$ cat config.mk
export PLATFORM = sky130hd
export DESIGN_NAME = conv_output_drain
export DESIGN_NICKNAME = d
export VERILOG_FILES = /design/src/rtl/conv_drain_pkg.sv /design/src/rtl/conv_output_drain_result_fifo.sv /design/src/rtl/conv_output_drain.sv
export SDC_FILE = /design/constraint.sdc
export NUM_CORES = 1
export LEC_CHECK = 0
export ABC_AREA = 0
export CAP_MARGIN = 30
export CELL_PAD_IN_SITES_DETAIL_PLACEMENT = 1
export CELL_PAD_IN_SITES_GLOBAL_PLACEMENT = 1
export CORE_MARGIN = 2
export CORE_UTILIZATION = 45
export CTS_CLUSTER_DIAMETER = 80
export DETAILED_ROUTE_END_ITERATION = 6
export PLACE_DENSITY_LB_ADDON = 0.3
export SLEW_MARGIN = 30
export SYNTH_ARGS = -nofsm -noshare
export SYNTH_HDL_FRONTEND = slang
export SYNTH_SLANG_ARGS = --single-unit
export TNS_END_PERCENT = 20
$ cat constraint.sdc
create_clock -name clk -period 31.3 [get_ports clk]
set_input_delay 6.26 -clock clk [delete_from_list [all_inputs] [get_ports clk]]
set_output_delay 6.26 -clock clk [all_outputs]
set_load 0.005 [all_outputs]
$ cat src/rtl/conv_drain_pkg.sv
// Shared types for the convolution output drain: buffered result entry,
// drain FSM states and the job-size helper.
package conv_drain_pkg;

    localparam int RESULT_ACC_W = 32;

    typedef struct packed {
        logic [RESULT_ACC_W-1:0] data;
        logic [31:0]             x;
        logic [31:0]             y;
        logic [31:0]             ch;
    } result_t;

    typedef enum logic [1:0] {
        IDLE  = 2'd0,
        RUN   = 2'd1,
        FLUSH = 2'd2,
        DONE  = 2'd3
    } drain_state_t;

    // Number of results in one job, truncated to the 32-bit counter width.
    function automatic logic [31:0] total_results(input int unsigned w,
                                                  input int unsigned h,
                                                  input int unsigned ch);
        logic [63:0] prod;
        prod = 64'(w) * 64'(h) * 64'(ch);
        return prod[31:0];
    endfunction

endpackage

$ cat src/rtl/conv_output_drain_result_fifo.sv
// Synchronous FIFO of result_t entries; pointers carry an extra MSB so that
// full and empty can be told apart when the index bits match.
module result_fifo
    import conv_drain_pkg::*;
#(
    parameter int FIFO_DEPTH = 8
) (
    input  logic    clk,
    input  logic    arst_n_in,
    input  logic    push,
    input  logic    pop,
    input  result_t entry,
    output logic    full,
    output logic    empty,
    output result_t head
);

    localparam int AW = $clog2(FIFO_DEPTH);
    localparam logic [AW:0] PTR_ONE = (AW + 1)'(1);

    result_t     mem [FIFO_DEPTH];
    logic [AW:0] wr_ptr;
    logic [AW:0] rd_ptr;

    always_ff @(posedge clk) begin
        if (!arst_n_in) begin
            wr_ptr <= '0;
            rd_ptr <= '0;
        end else begin
            if (push) wr_ptr <= wr_ptr + PTR_ONE;
            if (pop)  rd_ptr <= rd_ptr + PTR_ONE;
        end
    end

    // Storage is data only; occupancy is defined entirely by the pointers.
    always_ff @(posedge clk) begin
        if (push) mem[wr_ptr[AW-1:0]] <= entry;
    end

    assign empty = (wr_ptr == rd_ptr);
    assign full  = (wr_ptr[AW] != rd_ptr[AW]) && (wr_ptr[AW-1:0] == rd_ptr[AW-1:0]);
    assign head  = mem[rd_ptr[AW-1:0]];

endmodule

$ cat src/rtl/conv_output_drain.sv
// Captures finished convolution results, buffers them and streams them to the
// host over valid/ready. Optional ReLU on stored data: CONV_OUTPUT_RELU_EN.
module conv_output_drain
    import conv_drain_pkg::*;
#(
    parameter int FEATURE_MAP_WIDTH  = 1024,
    parameter int FEATURE_MAP_HEIGHT = 1024,
    parameter int OUTPUT_NB_CHANNELS = 64,
    parameter int ACC_WIDTH          = 32,
    parameter int FIFO_DEPTH         = 8
) (
    input  logic                 clk,
    input  logic                 arst_n_in,
    input  logic                 start,
    input  logic                 in_valid,
    input  logic [ACC_WIDTH-1:0] in_data,
    input  logic [31:0]          in_x,
    input  logic [31:0]          in_y,
    input  logic [31:0]          in_ch,
    output logic                 out_valid,
    input  logic                 out_ready,
    output logic [ACC_WIDTH-1:0] out_data,
    output logic [31:0]          out_x,
    output logic [31:0]          out_y,
    output logic [31:0]          out_ch,
    output logic                 busy,
    output logic                 done,
    output logic                 overflow,
    output logic [31:0]          drained_count
);

    localparam logic [31:0] TOTAL =
        total_results(FEATURE_MAP_WIDTH, FEATURE_MAP_HEIGHT, OUTPUT_NB_CHANNELS);

    drain_state_t state;
    logic [31:0]  accepted_count;
    logic         push_req;
    logic         fifo_push;
    logic         pop;
    logic         full;
    logic         empty;
    result_t      wr_entry;
    result_t      head;
    logic [ACC_WIDTH-1:0] stored_data;

`ifdef CONV_OUTPUT_RELU_EN
    function automatic logic [ACC_WIDTH-1:0] relu(input logic signed [ACC_WIDTH-1:0] v);
        return (v < 0) ? '0 : v;
    endfunction
    assign stored_data = relu(in_data);
`else
    assign stored_data = in_data;
`endif

    // Once TOTAL results have been accepted, further strobes are ignored.
    assign push_req  = (state == RUN) && in_valid && (accepted_count != TOTAL);
    assign pop       = !empty && out_ready;
    assign fifo_push = push_req && (!full || pop);

    always_comb begin
        wr_entry      = '0;
        wr_entry.data = RESULT_ACC_W'(stored_data);
        wr_entry.x    = in_x;
        wr_entry.y    = in_y;
        wr_entry.ch   = in_ch;
    end

    result_fifo #(
        .FIFO_DEPTH(FIFO_DEPTH)
    ) u_fifo (
        .clk      (clk),
        .arst_n_in(arst_n_in),
        .push     (fifo_push),
        .pop      (pop),
        .entry    (wr_entry),
        .full     (full),
        .empty    (empty),
        .head     (head)
    );

    always_ff @(posedge clk) begin
        if (!arst_n_in) begin
            state          <= IDLE;
            busy           <= 1'b0;
            done           <= 1'b0;
            overflow       <= 1'b0;
            accepted_count <= '0;
            drained_count  <= '0;
        end else begin
            if (pop) drained_count <= drained_count + 32'd1;
            case (state)
                IDLE: begin
                    if (start) begin
                        state          <= RUN;
                        busy           <= 1'b1;
                        accepted_count <= '0;
                        drained_count  <= '0;
                        overflow       <= 1'b0;
                    end
                end
                RUN: begin
                    if (push_req) begin
                        accepted_count <= accepted_count + 32'd1;
                        if (full && !pop) overflow <= 1'b1;
                    end
                    if (accepted_count == TOTAL) state <= FLUSH;
                end
                FLUSH: begin
                    // An empty FIFO has out_valid low, so no pop can be pending.
                    if (empty) begin
                        state <= DONE;
                        busy  <= 1'b0;
                        done  <= 1'b1;
                    end
                end
                DONE: begin
                    state <= IDLE;
                    done  <= 1'b0;
                end
                default: state <= IDLE;
            endcase
        end
    end

    // Payload is forced to zero while nothing is presented.
    assign out_valid = !empty;
    assign out_data  = empty ? '0 : ACC_WIDTH'(head.data);
    assign out_x     = empty ? '0 : head.x;
    assign out_y     = empty ? '0 : head.y;
    assign out_ch    = empty ? '0 : head.ch;

endmodule

==> metrics.cfg, run 1 <==
[clock_network]
cts_tree = done
postCtsSetupBuffers = 0
clk_latency_ps = 700
cts_root_buf = clkbuf_16
path_clk_slew_ps = 60
ctsResizeCount = 0
cts_hold_buf = 0
tritoncts.num_buffers = 111
clk_path_buf_depth = 3
h-tree-depth = 3
clock-sinks = 1104

[drt]
drt_wl_total_mm = 99.43
drt-initial-drc-count = 1737
num_vias = 21650
dr.pass1.iters = 5
post_drt_wl_per_cell_um = 25.85
drc = 0
vias_per_cell = 5.629
antenna_left = 0

[sta]
slew_viol_final = 0
setup_tns_ps = 0
final-hold-violation-count = 0
min_period_ps = 11570
rsz0062_at_grt = no
finalSetupViolCount = 0
max_freq_mhz = 86.41
relSlewSlack_pct = 34.68
worst_pin_slew_ps = 979.8
finClkSkew_ps = 32.21
period_share_pct = 36.98

[floorplan]
initial_utilization_pct = 45.28
ioPinCount = 297
die_y_um = 312.7
core_mm2 = 0.09473
rows = 113
dieArea_mm2 = 0.09780
die_w_um = 312.7

[worst_setup_path]
worstPathRequired_ps = 25040
r2r_setup_slack_ps = 26970
rr_startpoint = state[0]
crit_fanout = 42
rr_worst_depth = 7
r2r-end = u_fifo.mem[0][3]
cp-start-kind = flop
critical_path_class = flop to output pin
arrival_ps = 5310
endpoint_kind = output pin

[logic_synthesis]
ys_warn_count = 0
synthFlopType = edfxtp_1
synth_cell_type_count = 58
synth-edff-count = 1024
syn_area_per_cell_um2 = 20.09
synth_area_mm2 = 0.04289
netlist.area_leader.share_pct = 71.69
synth_area_leaders = edfxtp_1 (72%), mux4_2 (13%), dfxtp_1 (3.7%), mux2i_1 (3.0%), nor2_1 (1.5%)
syn_nets = 2277
synth_top_area_cell = edfxtp_1
synthArstFlopShare_pct = 0
ys_seq_elements = 1104
synthCells = 2135
yosysSeqAreaShare_pct = 75.43

[global_routing]
grt_max_degree = 72
track_usage_pct = 20.50
grt_pass1_wl_mm = 151.5
grt_pass1_vias = 23830
antenna_found_initial = 12
grt.overflow.total = 0

[worst_hold_path]
min_path_cells = 1
hold_path.class = flop to flop
hp-start = accepted_count[29]
whs_endpoint = accepted_count[29]

[run_status]
status = finished clean

[power]
power_density_mw_per_mm2 = 72.94
power_leakage_nw = 15.40
peakVddDrop_v = 0.00006156

[final_layout]
syn2layout_area_growth_pct = 18.64
layout-drive-gt1-share_pct = 18.93
finalInstanceArea_mm2 = 0.05088
fillers = 8448
nets = 2624

[placement]
port_buffers = 296
place_area_mm2 = 0.04741
gp_congestion = 0.7569
dp_hpwl_mm = 55.88

[flow_run]
cap_violations = 0

[cells by family after synthesis]
family                     share of synthesized area (%)
DFF                                                75.43
buffers and inverters                              1.281
xor gates and xnor gates                          0.6943
adders and majority gates                         0.2626
and+or+nand+nor                                    4.507
muxes                                              16.48
AOI/OAI and AO/OA                                  1.351
[worst max-delay path: stages, from the launching register on]
cell and delay, ps:
dfxtp_4 540, buf_16 280, buf_4 670, buf_4 790
buf_4 810, mux4_2 600, mux2i_1 180, nor2_1 110
clkdlybuf4s50_1 520
[worst max path at each step]
stage                                  end  slack [ps]      from  cells past startpoint
after global placement          out_ch[18]       20090      flop                      7
final                           out_ch[14]       19730      flop                      8
after CTS                       out_ch[14]       19240      flop                      7
after floorplan           u_fifo.mem[4][0]       10370  in_valid                      4
after global routing             out_x[28]       19150      flop                      8
after detailed placement        out_ch[14]       20020      flop                      7
[metal layers]
| metal | vias up | global-route usage, % | routed length (um) |
|---|---|---|---|
| met5 | - | 0 | 77 |
| met4 | 10 | 6.318 | 2195 |
| met3 | 139 | 3.692 | 5126 |
| met2 | 548 | 35.48 | 51580 |
| met1 | 11546 | 26.45 | 40450 |
| li1 | 9407 | - | - |
[cell usage after synthesis (2+ instances only)]
master       n
edfxtp_1  1024
mux4_2     256
nor2_1     175
mux2i_1    130
dfxtp_1     80
nand2_1     65
clkbuf_1    42
o21ai_0     41
buf_2       32
buf_1       26
xnor2_1     26
nand4_1     23
nand3_1     19
nor3_1      18
a21oi_1     17
a31oi_1     16
and3_1      15
and4_1      13
inv_1       11
ha_1         9
or3_1        9
o31ai_1      8
xor2_1       8
and2_1       7
nor4_1       7
buf_6        5
nor3_2       5
buf_4        4
a21boi_0     3
nor4_2       3
nor4b_1      3
a211oi_1     2
nand2b_1     2
nand3_2      2
nand4_2      2
nand4b_1     2
nor3b_1      2
o21a_1       2
o21ai_1      2
[cells in the final DEF, fill, tap and decap left out, types with 5 or more instances in the layout]
| master | count |
|---|---|
| clkbuf_1 | 25 |
| inv_1 | 11 |
| nor4_1 | 5 |
| ha_1 | 9 |
| mux2i_1 | 130 |
| clkbuf_16 | 114 |
| xnor2_1 | 26 |
| nand4_1 | 23 |
| diode_2 | 8 |
| xor2_1 | 8 |
| nor2_1 | 175 |
| clkinv_1 | 32 |
| dfxtp_1 | 77 |
| buf_4 | 35 |
| buf_6 | 9 |
| nor3_2 | 7 |
| a21oi_1 | 16 |
| and3_1 | 15 |
| nand2_1 | 64 |
| nor3_1 | 16 |
| clkinv_2 | 21 |
| and4_1 | 13 |
| a31oi_1 | 16 |
| nor4_2 | 5 |
| o31ai_1 | 8 |
| and2_1 | 7 |
| nand3_1 | 19 |
| bufinv_16 | 5 |
| edfxtp_1 | 1024 |
| o21ai_0 | 40 |
| mux4_2 | 256 |
| or3_1 | 9 |
| clkdlybuf4s50_1 | 296 |
[per-stage QoR]
step	hold WS [ps]	instances	utilization, %	worst slack (ps)	power [W]
after floorplan	448.9	2135	-	10370	0.002174
after global placement	459.4	3631	49.96	20090	0.002481
after detailed placement	481.9	3633	50.04	20020	0.002502
after CTS	497.7	3837	53.66	19240	0.003763
after global routing	541.0	3842	53.70	19150	0.003861
final	492.9	3846	53.72	19730	0.003711
[sequential cells by signal, summed over array words and instances (netlist names), named ones only]
| signal | flops |
|---|---|
| state | 2 |
| busy | 1 |
| u_fifo.wr_ptr | 4 |
| done | 1 |
| u_fifo.rd_ptr | 4 |
| overflow | 1 |
| u_fifo.mem | 1024 |
| drained_count | 32 |
| accepted_count | 32 |
[report_power, final]
part,switching [W],internal (W),leakage [nW]
sequential,0.0000207,0.00166,9.87
clock,0.000546,0.000705,1.67
combinational,0.000387,0.000391,3.86
total,0.000954,0.00276,15.4
[layout make-up]
cell class,count,area [um^2],share of cell area [%]
repair buffers,343,3402,6.686
clock inverters,65,476.7,0.9369
inverters,12,47.55,0.09344
diodes,8,20.02,0.03934
flip-flops and latches,1104,32360,63.60
clock buffers,139,2947,5.791
well taps,1265,1583,3.111
multi-input cells,910,10050,19.74
Note: power is estimated with default switching activity, not from simulation.
==> inputs of run 2 (changes only) <==
clock period = 9.4 ns   (was 31.3 ns; I/O delays follow)
==> metrics.cfg, run 2 (synthesis results as in run 1) <==
[run_status]
status = finished clean

[final_layout]
syn2layout_area_growth_pct = 18.92
layout-drive-gt1-share_pct = 18.56
fin_cells = 3822
finalInstanceArea_mm2 = 0.05100
nets = 2605
final_common_cell = edfxtp_1
final_cell_mix = edfxtp_1 (1024), clkdlybuf4s50_1 (296), mux4_2 (256), nor2_1 (175), mux2i_1 (130)
largest_register_ffs = 1024

[clock_network]
cts_tree = done
tritoncts.num_buffers = 112
h-tree-depth = 3
path_clk_slew_ps = 60
clk_path_buf_depth = 3
clk_latency_ps = 680
cts_hold_buf = 0
ctsResizeCount = 0
postCtsSetupBuffers = 0
cts_root_buf = clkbuf_16
clock-sinks = 1104

[floorplan]
rows = 113
initial_utilization_pct = 45.28
dieArea_mm2 = 0.09780
ioPinCount = 297
die_w_um = 312.7
die_y_um = 312.7
core_mm2 = 0.09473

[flow_run]
cap_violations = 0

[global_routing]
grt.overflow.total = 0
use_met1_pct = 26.04
grt_pass1_vias = 23420
antenna_found_initial = 17
grt_use_met3_pct = 4.532
grt_max_degree = 153
busiest_layer = met2
track_usage_pct = 20.09
grt_pass1_wl_mm = 148.6
gr-usage-met2_pct = 34.39

[power]
p_int_w = 0.009251
power_frac_clock_pct = 34.2
swShare_pct = 25.29
power_density_mw_per_mm2 = 242.8
p_comb_share_pct = 20.5
power_leakage_nw = 15.37
seq_power_share_pct = 45.3
peakVddDrop_v = 0.0001907
power_switching_w = 0.003131

[drt]
post_drt_wl_per_cell_um = 25.44
num_vias = 21374
vias_per_cell = 5.592
antenna_left = 0
drt-initial-drc-count = 1544
drt_wl_total_mm = 97.22
dr.pass1.iters = 5
drc = 0

[worst_setup_path]
cp_num_buf_inv = 3
arrival_ps = 3810
cp-start-kind = flop
path_cells = buf_12, buf_16, mux4_2, mux2i_1, nor2_1, clkdlybuf4s50_1
crit_fanout = 76
rr_startpoint = state[1]
crit_family = buffers and inverters
endpoint_kind = output pin
cpPeakStageDelay_ps = 670
crit_slowest_cell = dfxtp_4
critical_path_class = flop to output pin
worstPathRequired_ps = 7520

[sta]
setup_ws_ps = 3710
finalSetupViolCount = 0
slew_viol_final = 0
whs_ps = 486.7
min_period_ps = 5690
max_freq_mhz = 175.8
setup_tns_ps = 0
period_share_pct = 60.53
final-hold-violation-count = 0
rsz0062_at_grt = no
relSlewSlack_pct = 33.35
finClkSkew_ps = 23.93
worst_pin_slew_ps = 999.8

[placement]
dp_hpwl_mm = 52.56
place_area_mm2 = 0.04735
gp_congestion = 0.7581
dp_cells = 3609
dp_slack_ps = 4136
port_buffers = 296

[worst_hold_path]
hp-start = done
hold_path.class = flop to flop

-- run 2: changes by cell type in the layout (fill, tap and decap cells not counted), moves of 2 or more --
| cell | previous run | this run |
|---|---|---|
| buf_6 | 9 | 4 |
| clkbuf_1 | 25 | 31 |
| nor4_4 | 1 | 3 |
| nor4b_4 | 1 | 3 |
| buf_4 | 35 | 7 |
| clkinv_1 | 32 | 20 |
| nor4_2 | 5 | 3 |
| clkinv_4 | 0 | 3 |
| buf_16 | 2 | 6 |
| buf_12 | 1 | 10 |
| clkinv_8 | 3 | 1 |
| diode_2 | 8 | 3 |
| nor4b_2 | 3 | 1 |
-- run 2: worst paths after layout --
| check | to | slack (ps) | cells past startpoint |
|---|---|---|---|
| worst max-delay path | out_data[24] | 3710 | 6 |
| worst max register to register | u_fifo.mem[6][24] | 5310 | 8 |
| worst min-delay path | done | 490 | 2 |
| worst min register to register | done | 490 | 2 |
-- run 2: per-layer routing --
metal / vias to the layer above / wire [um]
met2: 457 / 49350
li1: 9374 / -
met1: 11358 / 40480
met5: - / 167
met4: 28 / 1972
met3: 157 / 5237
-- run 2: worst register-to-register path, stage by stage (launching register included) --
cell and delay [ps]:
dfxtp_1 340, inv_1 90, ha_1 740, inv_1 280, nor3_1 440, nand2_1 220
nor3b_2 400, buf_4 440, buf_4 720
-- run 2: power by group through the flow --
stage | sequential (W) | combinational (W) | clock (W)
finish | 0.00561 | 0.00254 | 0.00424
global route | 0.00563 | 0.00275 | 0.00452
CTS | 0.00562 | 0.00259 | 0.00434
detailed placement | 0.00572 | 0.00258 | 0
global placement | 0.00570 | 0.00253 | 0
floorplan | 0.00569 | 0.00152 | 0
-- run 2: final cells by class --
type | instances | area [um^2]
inverters | 12 | 47.55
repair buffers | 323 | 3426
clock inverters | 58 | 489.2
flip-flops and latches | 1104 | 32360
well taps | 1265 | 1583
diodes | 3 | 7.507
fillers | 8432 | 43720
multi-input cells | 910 | 10080
clock buffers | 147 | 3008
-- run 2: metrics by stage --
stage | power (W) | util, %
after floorplan | 0.007216 | -
after global placement | 0.008236 | 49.95
after detailed placement | 0.008295 | 49.99
after CTS | 0.01255 | 53.68
after global routing | 0.01290 | 53.84
final | 0.01238 | 53.84
==> inputs of run 3 (changes only) <==
clock period = 4.75 ns   (was 9.4 ns; I/O delays follow)
==> metrics.cfg, run 3 (synthesis results as in run 1) <==
[power]
peakVddDrop_v = 0.0007293
power_frac_clock_pct = 34.6
seq_power_share_pct = 44.3
power_leakage_nw = 15.58
swShare_pct = 25.36
power_switching_w = 0.006351
power_w = 0.02504
p_comb_share_pct = 21.0
power_density_mw_per_mm2 = 486.8
p_int_w = 0.01869

[worst_setup_path]
rr_worst_depth = 6
path_cells = buf_4, mux4_2, mux2i_1, nor2_1, clkdlybuf4s50_1
critical_path_class = flop to output pin
rr_startpoint = u_fifo.wr_ptr[0]
cp-start-kind = flop
crit_slowest_cell = dfxtp_4
worstPathRequired_ps = 3800
arrival_ps = 3300
r2r-end = u_fifo.mem[4][2]
crit_fanout = 24
crit_family = buffers and inverters
cp.depth = 5
cp_num_buf_inv = 2
r2r_setup_slack_ps = 1350
endpoint_kind = output pin
cpPeakStageDelay_ps = 660

[sta]
setup_tns_ps = 0
max_freq_mhz = 235.2
min_period_ps = 4252
finalSetupViolCount = 0
slew_viol_final = 0
worst_pin_slew_ps = 867.5
period_share_pct = 89.51
relSlewSlack_pct = 41.56
finClkSkew_ps = 39.74
final-hold-violation-count = 0
setup_ws_ps = 498.3
rsz0062_at_grt = no

[drt]
drc = 0
dr.pass1.iters = 5
post_drt_wl_per_cell_um = 25.98
vias_per_cell = 5.575
drt_wl_total_mm = 99.95
num_vias = 21448
antenna_left = 0
drt-initial-drc-count = 1433

[worst_hold_path]
whs_endpoint = done
hold_path.class = flop to flop
min_path_cells = 2
hp-start = done

[clock_network]
tritoncts.num_buffers = 112
cts_tree = done
path_clk_slew_ps = 60
ctsResizeCount = 0
cts_hold_buf = 0
clk_path_buf_depth = 3
cts_root_buf = clkbuf_16
postCtsSetupBuffers = 0
h-tree-depth = 3
clk_latency_ps = 700
clock-sinks = 1104

[flow_run]
cap_violations = 0

[final_layout]
nets = 2626
final_common_cell = edfxtp_1
finalInstanceArea_mm2 = 0.05144
final_cell_mix = edfxtp_1 (1024), clkdlybuf4s50_1 (296), mux4_2 (256), nor2_1 (175), mux2i_1 (130)
largest_register_ffs = 1024
syn2layout_area_growth_pct = 19.93
layout-drive-gt1-share_pct = 19.71

[floorplan]
dieArea_mm2 = 0.09780
initial_utilization_pct = 45.28
die_w_um = 312.7
rows = 113
ioPinCount = 297
die_y_um = 312.7
core_mm2 = 0.09473

[global_routing]
track_usage_pct = 20.64
grt_pass1_vias = 23720
grt_pass1_wl_mm = 151.8
grt.overflow.total = 0
grt_max_degree = 79
antenna_found_initial = 13

[placement]
dp_hpwl_mm = 56.03
port_buffers = 296
gp_congestion = 0.7632
place_area_mm2 = 0.04781
dp_slack_ps = 1016

[run_status]
status = finished clean

-- run 3: cell types whose count changed in the layout (fill, tap and decap cells not counted), sizes merged --
cell	before	now
buf	27	48
bufinv	6	11
clkbuf	147	143
clkinv	46	48
clkinvlp	4	5
diode	3	4
inv	14	13
-- run 3: layout make-up --
| type | count | area (um^2) |
|---|---|---|
| fillers | 8348 | 43290 |
| flip-flops and latches | 1104 | 32360 |
| multi-input cells | 910 | 10120 |
| repair buffers | 344 | 3699 |
| clock buffers | 143 | 3004 |
| well taps | 1265 | 1583 |
| clock inverters | 65 | 615.6 |
| inverters | 12 | 47.55 |
| diodes | 4 | 10.01 |
-- run 3: worst max-delay path by stage --
stage	startpoint	endpoint	slack (ps)
2_1_floorplan	in_valid	u_fifo.mem[4][0]	-1320
3_5_place_dp	out_ready	u_fifo.mem[6][13]	1020
4_1_cts	flop	out_data[29]	380
5_1_grt	flop	out_data[29]	250
6_report	flop	out_data[29]	500
3_3_place_gp	out_ready	u_fifo.mem[6][13]	1070
-- run 3: routing by layer --
layer  global-route usage (%)  routed length [um]  up-vias
met2                    35.72               51670      509
met3                    4.016                4950      131
li1                         -                   -     9403
met5                        0                  86        -
met4                    5.894                1936       14
met1                    26.63               41310    11391
-- run 3: worst reg2reg max path, delay by kind of cell, from the launching register on --
family,cells,cell delay [ps]
DFF,1,770
xor gates and xnor gates,1,200
and+or+nand+nor,4,1490
buffers and inverters,1,230
-- run 3: through the flow --
stage	utilization (%)	hold slack [ps]	instances
3_3_place_gp	50.46	470.2	3635
3_5_place_dp	50.47	485.6	3635
4_1_cts	54.29	499.1	3843
2_1_floorplan	-	448.9	2135
5_1_grt	54.30	527.4	3847
6_report	54.30	493.2	3847
-- run 3: power by group through the flow --
| stage | sequential (W) | combinational (W) | clock, W |
|---|---|---|---|
| 4_1_cts | 0.0111 | 0.00541 | 0.00888 |
| 6_report | 0.0111 | 0.00526 | 0.00868 |
| 5_1_grt | 0.0111 | 0.00569 | 0.00922 |
| 2_1_floorplan | 0.0112 | 0.00303 | 0 |
| 3_3_place_gp | 0.0113 | 0.00528 | 0 |
| 3_5_place_dp | 0.0113 | 0.00537 | 0 |
